<file path="src/rtl/wb_port_arbiter.sv">
// Regfile write-port arbiter: MEM->WB writes win, mul/div results queue in a FIFO and
// drain in idle cycles, with a one-cycle forced drain when the queue head starves.
module wb_port_arbiter #(
  parameter int DEPTH    = 2,
  parameter int MAX_WAIT = 4
) (
  input  logic        clk,
  input  logic        clr_n,
  input  logic        pipe_we,
  input  logic [4:0]  pipe_num,
  input  logic [31:0] pipe_data,
  input  logic        md_valid,
  input  logic [4:0]  md_num,
  input  logic [31:0] md_data,
  output logic        md_ready,
  output logic        pipe_stall,
  output logic        reg_write_en,
  output logic [4:0]  reg_write_num,
  output logic [31:0] reg_write_data,
  output logic [31:0] busy_mask
);

  localparam int CNT_W = $clog2(DEPTH + 1);
  localparam int PTR_W = (DEPTH > 1) ? $clog2(DEPTH) : 1;
  localparam int AGE_W = $clog2(MAX_WAIT + 1);
  localparam logic [CNT_W-1:0] FULL_C   = CNT_W'(DEPTH);
  localparam logic [AGE_W-1:0] AGE_MAX  = AGE_W'(MAX_WAIT);
  localparam logic [PTR_W-1:0] LAST_PTR = PTR_W'(DEPTH - 1);

  function automatic logic [PTR_W-1:0] ptr_inc(input logic [PTR_W-1:0] p);
    return (p == LAST_PTR) ? '0 : p + 1'b1;
  endfunction

  logic [CNT_W-1:0] count_q, count_d;
  logic [PTR_W-1:0] rd_ptr_q, rd_ptr_d;
  logic [PTR_W-1:0] wr_ptr_q, wr_ptr_d;
  logic [AGE_W-1:0] age_q, age_d;
  logic [4:0]       fifo_num_q  [DEPTH];
  logic [31:0]      fifo_data_q [DEPTH];

  logic             head_valid;
  logic             pipe_claim;
  logic             pop;
  logic             push;
  logic [PTR_W-1:0] mask_idx;

  always_comb begin
    head_valid     = (count_q != '0);
    pipe_claim     = pipe_we && (pipe_num != 5'd0);
    md_ready       = clr_n && (count_q < FULL_C);
    pipe_stall     = clr_n && head_valid && ((age_q == AGE_MAX) || (count_q == FULL_C));
    pop            = 1'b0;
    reg_write_en   = 1'b0;
    reg_write_num  = 5'd0;
    reg_write_data = 32'd0;

    if (clr_n) begin
      if (pipe_stall) begin
        pop = 1'b1;
      end else if (pipe_claim) begin
        reg_write_en   = 1'b1;
        reg_write_num  = pipe_num;
        reg_write_data = pipe_data;
      end else if (head_valid) begin
        pop = 1'b1;
      end
    end

    if (pop) begin
      reg_write_en   = 1'b1;
      reg_write_num  = fifo_num_q[rd_ptr_q];
      reg_write_data = fifo_data_q[rd_ptr_q];
    end

    // Writes to $0 complete the handshake but never occupy a slot.
    push = md_valid && md_ready && (md_num != 5'd0);

    count_d = count_q;
    if (push && !pop) begin
      count_d = count_q + 1'b1;
    end else if (pop && !push) begin
      count_d = count_q - 1'b1;
    end

    rd_ptr_d = pop  ? ptr_inc(rd_ptr_q) : rd_ptr_q;
    wr_ptr_d = push ? ptr_inc(wr_ptr_q) : wr_ptr_q;

    if (pop || !head_valid) begin
      age_d = '0;
    end else if (age_q != AGE_MAX) begin
      age_d = age_q + 1'b1;
    end else begin
      age_d = age_q;
    end
  end

  always_comb begin
    busy_mask = 32'd0;
    mask_idx  = rd_ptr_q;
    for (int k = 0; k < DEPTH; k++) begin
      if (clr_n && (CNT_W'(k) < count_q)) begin
        busy_mask[fifo_num_q[mask_idx]] = 1'b1;
      end
      mask_idx = ptr_inc(mask_idx);
    end
  end

  always_ff @(posedge clk) begin
    if (!clr_n) begin
      count_q  <= '0;
      rd_ptr_q <= '0;
      wr_ptr_q <= '0;
      age_q    <= '0;
    end else begin
      count_q  <= count_d;
      rd_ptr_q <= rd_ptr_d;
      wr_ptr_q <= wr_ptr_d;
      age_q    <= age_d;
    end
  end

  // Payload storage carries no reset; occupancy is tracked by count_q alone.
  always_ff @(posedge clk) begin
    if (push) begin
      fifo_num_q[wr_ptr_q]  <= md_num;
      fifo_data_q[wr_ptr_q] <= md_data;
    end
  end

endmodule

</file>
<file path="config.mk">
export PLATFORM = sky130hd
export DESIGN_NAME = wb_port_arbiter
export DESIGN_NICKNAME = d
export VERILOG_FILES = /design/src/rtl/wb_port_arbiter.sv
export SDC_FILE = /design/constraint.sdc
export NUM_CORES = 1
export LEC_CHECK = 0
export BUFFER_PORTS_ARGS = -buffer_cell sky130_fd_sc_hd__buf_2
export CORE_MARGIN = 3
export CORE_UTILIZATION = 45
export CTS_CLUSTER_DIAMETER = 30
export DETAILED_ROUTE_END_ITERATION = 8
export PLACE_DENSITY = 0.77
export SLEW_MARGIN = 20
export SYNTH_ARGS = -nofsm -noshare
export SYNTH_HDL_FRONTEND = slang
export SYNTH_SLANG_ARGS = --single-unit
export TNS_END_PERCENT = 100
</file>
<file path="constraint.sdc">
create_clock -name clk -period 3.9 [get_ports clk]
set_clock_uncertainty 0.15 [all_clocks]
set_input_delay 0.585 -clock clk [delete_from_list [all_inputs] [get_ports clk]]
set_output_delay 0.585 -clock clk [all_outputs]
set_load 0.005 [all_outputs]
</file>
After elaboration in Yosys (flattened, before gate mapping)
Memories as Yosys holds them, arrays and structs flattened. A register that Yosys moved wholly into a read port is not among the register bits.
Cells that the tools add are included.
{ "totals": {"reg_bits": 7, "ram_bits": 74, "inputBits": 78, "out_inout_bits": 72, "word_cells": 77, "n_memories": 2} }
{ "classes": {"addsub": 5, "n_lt_le_gt_ge": 7, "n_eq_ne": 3, "mux": 32, "n_bitwise": 2, "reduce_logical": 22} }
{ "mem_list": {"columns": ["memory", "words", "word_bits", "rd", "rd_clocked_by_memory_dff", "write_ports", "line_no", "text"], "rows": [
  ["fifo_data_q", 2, 32, 1, 1, 1, "39", "logic [31:0] fifo_data_q [DEPTH];"],
  ["fifo_num_q", 2, 5, 2, 1, 1, "38", "logic [4:0] fifo_num_q [DEPTH];"]
]} }
{ "op_table": {"columns": ["cell", "n"], "rows": [
  ["$mux W32", 6],
  ["$or A32 B32 Y32", 1],
  ["$mux W5", 4],
  ["$mux W1", 18],
  ["$logic_and A1 B1 Y1", 12],
  ["$lt A5 B6 Y1 const B", 2],
  ["$demux W1 S5", 2],
  ["$ge A5 B1 Y1 const B", 2],
  ["$reduce_bool A5 Y1", 2],
  ["$lt A1 B2 Y1 const A", 2],
  ["$mux W2", 2],
  ["$reduce_bool A2 Y1", 2],
  ["$add A3 B1 Y3 const B", 1],
  ["$eq A3 B3 Y1 const B", 1],
  ["$logic_not A1 Y1", 3],
  ["$ne A3 B3 Y1 const B", 1],
  ["$add A1 B1 Y1 const B", 2],
  ["$add A2 B1 Y2 const B", 1],
  ["$eq A2 B2 Y1 const B", 1],
  ["$logic_or A1 B1 Y1", 2],
  ["$lt A2 B2 Y1 const B", 1],
  ["$reduce_or A2 Y1", 1],
  ["$sub A2 B1 Y2 const B", 1],
  ["$not A1 Y1", 1]
]} }

Depth between registers and ports, before layout
An unclocked memory read counts as a cell.
{ "depth": {"word_depth": 9, "ltp_mapped": 12, "depth_no_buf": 10} }

Worst setup path after synthesis
Ideal clock, no wire load.
{ "synth_timing": {"path_kind": "input to register", "startpoint": "input clr_n", "endpoint": "memory fifo_data_q[0][0], enable pin", "setup_time_ns": 0.489, "arrival_time_ns": 3.697, "required_ns": 3.261, "slack_ns": -0.437, "path_stages": 3, "path_buffers": 0, "path_cell_list": "nor2b_1 nand2_1 a211oi_1"} }
{ "synth_via": {"elab_chain_cells": 5} }
{ "synth_lines": {"columns": ["element", "line_no", "text"], "rows": [
  ["start, declared", "8", "input logic clr_n,"],
  ["$logic_and A1 B1 Y1", "50", "md_ready = clr_n && (count_q < FULL_C);"],
  ["$logic_and A1 B1 Y1 (2 in series)", "76", "push = md_valid && md_ready && (md_num != 5'd0);"],
  ["$mux W1", "124", "if (push) begin"],
  ["$mux W1 (implied by the code)", "126", "fifo_data_q[wr_ptr_q] <= md_data;"],
  ["end, declared", "39", null]
]} }
No other way between the ends.

Worst setup path after layout
{ "layout_timing": {"startpoint": "register age_q[0]", "endpoint": "output reg_write_data[30]"} }
{ "layout_via": {"elab_chain_cells": 6, "word_cells_on_any_way": 8, "cone_classes": "eq/ne: 1; mux: 5; reduce/logical: 2"} }
{ "layout_lines": {"columns": ["element", "line_no", "text"], "rows": [
  ["start, declared", "37", "logic [AGE_W-1:0] age_q, age_d;"],
  ["start signal, assigned", "118", "age_q <= age_d;"],
  ["$eq A3 B3 Y1 (*)", "51", "pipe_stall = clr_n && head_valid && ((age_q == AGE_MAX) || (count_q == FULL_C));"],
  ["$logic_or A1 B1 Y1 (*)", "51", null],
  ["$logic_and A1 B1 Y1 (*)", "51", null],
  ["$mux W32 or $mux W1 (tied branches)", "58", "if (pipe_stall) begin"],
  ["$mux W32 or $mux W1 (tied branches)", "57", "if (clr_n) begin"],
  ["$mux W32 (*)", "69", "if (pop) begin"],
  ["end, declared", "19", "output logic [31:0] reg_write_data,"]
]} }
Every way passes the cells marked *; elsewhere a longest branch is shown, timed or not.

==> results.md <==
Die:
- The die area is 10,400 um^2.
- The floorplan has 34 rows.
- The starting utilization of the core area is 46.9%.
- In this run the count of I/O pins placed on the die edge is 150.
- The total area inside the core boundary comes to 8810 um^2.
- The die is 102 um wide.
- The vertical die dimension is 102 um.

STA:
- The peak clock frequency supported by timing is 300 MHz.
- Setup violations remaining at the end of the flow were counted as 0.
- The worst path needs 3330 ps of the cycle, external delays included.
- For the pin with the worst max-slew slack, the measured transition is 878 ps.
- The number of hold violations in the final report was 0.
- The number of max-slew violations in the final report was 0.
- The worst path uses 85.5% of the clock period.
- Setup repair after global routing left no endpoint under its margin.
- Headroom to the max-slew limit came out at 41.4%.
- The accumulated negative setup slack is 0 ps.
- The worst-case hold slack is 275 ps.

Power:
- The highest ir drop seen on vdd is 0.000240 V.
- Power comes to 2.35 mW.
- The leakage power total is 1.99 nW.
- The power density normalized to cell area is 454 nW/um^2.

Finish:
- The antenna diode instance count is 0.
- After the last flow step, the layout net total stands at 529.
- The share of post-route cells with drive strength above 1 is 45.8%.
- Compared with the post-synthesis result, the final layout area differs by 25.7%.

Synthesis:
- Synthesis inferred 82 register bits.
- Of all cell types, the one taking the most synthesized area is edfxtp_1.
- The mean instance size in the synthesized netlist is 14.1 um^2.
- The area share of xor/xnor cells in the synthesized design is 0.637%.
- The number of different library cells used by synthesis comes to 35.
- The gate count of the mapped netlist is 293.
- The multiplexer fraction of the synthesized cell area is 11.5%.
- Yosys attributes the largest share of cell area to edfxtp_1 54%, mux2i_1 10%, o2bb2ai_2 9.8%.
- The basic-gate share of the synthesized area counting and, or, nand and nor cells is 6.49%.
- The synthesized netlist occupies a cell area of 4130 um^2.
- For this run, the register share of the synthesized area comes to 57.7%.
- In this run the biggest area consumer among cell types represents 53.8% of the synthesized area.
- The adder-cell share of the synthesized area is 1.82%.
- The complex-gate fraction of the synthesized area is 18.9%.
- The warning count from the yosys run is 0.
- The net count after synthesis is 377.
- The main combinational cell family by area after synthesis is compound AO/OA/AOI/OAI gates.

Min path:
- The worst hold path belongs to the class in -> reg.

Clock network:
- After clock tree synthesis, the setup repair step added 0 buffers.
- Clock latency on the worst-skew pair, taken at its later pin, is 340 ps.
- The number of instances resized during post-cts repair is 0.
- CTS built an H-tree with a depth of 3.
- The number of buffers inserted for hold repair after clock tree synthesis is 0.
- TritonCTS built the clock tree.
- The maximum buffer depth of the clock tree is 2.
- After clock tree synthesis, the clock-pin slew on the worst setup and hold paths is 80 ps.
- The clock sink count is 82.
- The number of CTS-inserted buffers is 9.
- The buffer cell driving the clock tree root is clkbuf_8.

Global routing:
- The sum of overflow across all layers after global routing is 0.
- The number of global-route vias before repair came to 2,923.
- The initial antenna violation count was 0.
- The maximum number of pins on one net before global-route repair is 39.
- Global routing used 17.9% of the available tracks across all layers.
- The first-pass GRT wire length is 14,400 um.

Critical path:
- The setup path with the least slack is of type reg -> out.
- STA classifies the critical path startpoint as a register.
- The maximum fanout along the worst path is 21.
- The data required time at the worst endpoint is 3160 ps.
- The minimum setup slack among reg-to-reg paths is 1200 ps.
- Data on the critical path arrives at its endpoint at 2600 ps.
- The endpoint kind of the worst setup timing path is an output pin.

Placed design:
- The congestion estimate from routability-driven global placement came to 1.02.
- The count of buffers added on input and output ports is 149.
- Detailed placement ended at an HPWL of 6960 um.

Drt:
- Before antenna repair, the detailed router went through 5 iterations.
- The post-detailed-route count of antenna-violating nets is 0.
- The via density per instance is 5.56.
- The wire length per cell is 16.7 um.
- The post-detailed-routing wire length is 9330 um.
- The number of design rule violations left after detail routing is 0.
- The initial DRC count is 130.
- The routed layout has 3,103 vias.

Status:
- The flow ran to the end, and the final reports show no timing, DRC or antenna violations.

Run:
- Across the run, the number of max-cap violations was 0.
-- metal layers --
layer / vias up / GRT usage (%) / share of wire, %
met2: 173 / 30.7 / 49
li1: 1478 / - / -
met1: 1435 / 21.8 / 40
met4: 0 / 5.83 / 1.6
met3: 17 / 4.96 / 8.7
met5: - / 0 / 0
-- state kept, by name, indices dropped and copies added, names as in the netlist, named ones only --
register / cells
count_q: 2
rd_ptr_q: 1
fifo_num_q: 10
age_q: 3
wr_ptr_q: 1
fifo_data_q: 64
-- path summary, 6_finish.rpt --
check / startpoint / endpoint / cells after the start
worst max-delay path: age_q[0] / reg_write_data[30] / 8
worst min-delay path: md_data[22] / fifo_data_q[0][22] / 1
worst max register to register: age_q[0] / count_q[1] / 11
worst min register to register: wr_ptr_q / wr_ptr_q / 2
-- worst max-delay path: stages, from the launching register on --
cell	delay [ps]
dfxtp_1	380
inv_1	60
ha_1	220
a21oi_1	340
o21ai_0	200
nor2_4	540
buf_16	250
o2bb2ai_1	130
buf_2	130
-- synth_stat cells --
| master | instances |
|---|---|
| edfxtp_1 | 74 |
| mux2i_1 | 43 |
| o22ai_1 | 32 |
| o2bb2ai_2 | 27 |
| nand2_1 | 22 |
| nor2_1 | 10 |
| o2bb2ai_1 | 9 |
| dfxtp_1 | 8 |
| buf_6 | 7 |
| a21oi_1 | 6 |
| ha_1 | 6 |
| inv_1 | 5 |
| mux2_2 | 4 |
| nor2b_1 | 4 |
| nor3_1 | 4 |
| o21ai_0 | 4 |
| buf_2 | 3 |
| nand3_1 | 3 |
| and2_1 | 2 |
| clkbuf_1 | 2 |
| nand2b_1 | 2 |
| nand3b_1 | 2 |
| xor2_1 | 2 |
| a211oi_1 | 1 |
| a22o_1 | 1 |
| nand2b_2 | 1 |
| nor2_2 | 1 |
| nor4_1 | 1 |
| nor4b_1 | 1 |
| o211a_1 | 1 |
| o211ai_2 | 1 |
| o21bai_1 | 1 |
| or3_1 | 1 |
| or4_4 | 1 |
| xnor2_1 | 1 |
-- per-stage QoR --
step / cell area [um^2] / util, % / instances / setup WS (ps)
final: 5190 / 58.9 / 558 / 567
after global routing: 5190 / 58.9 / 558 / 379
after CTS: 5160 / 58.6 / 557 / 286
after detailed placement: 4960 / 56.4 / 541 / 675
after global placement: 4960 / 56.4 / 541 / 773
after floorplan: 4130 / - / 293 / 854
-- final cells by class --
| cell class | count | area [um^2] |
|---|---|---|
| Clock inverter | 7 | 76.3 |
| Multi-Input combinational cell | 194 | 1640 |
| Sequential cell | 82 | 2380 |
| Fill cell | 721 | 3620 |
| Clock buffer | 9 | 124 |
| Tap cell | 108 | 135 |
| Timing Repair Buffer | 153 | 808 |
| Inverter | 5 | 18.8 |
-- cells by family after synthesis --
family / Yosys count
XOR/XNOR: 3
flip-flops: 82
AO/OA/AOI/OAI: 83
adder cells (fa/ha/maj): 6
buffers and inverters: 17
AND/OR/NAND/NOR: 55
multiplexers: 47
-- placed cells by master (no fill, tap or decap), drive strengths merged, types with 2 or more instances in the layout --
master,instances
o22ai,32
xor2,2
o2bb2ai,36
nand3,3
nand3b,2
nor2b,4
clkbuf,9
a21oi,6
mux2,4
o21ai,4
nor2,11
mux2i,43
buf,153
dfxtp,8
clkinv,3
edfxtp,74
nand2,22
and2,2
ha,6
nor3,4
nand2b,3
inv,7
-- power by group --
group	switching (mW)	internal (mW)
registers	0.0609	1.04
logic	0.364	0.283
clock network	0.307	0.300
total	0.731	1.62
Power figures use the tool's default switching activity.
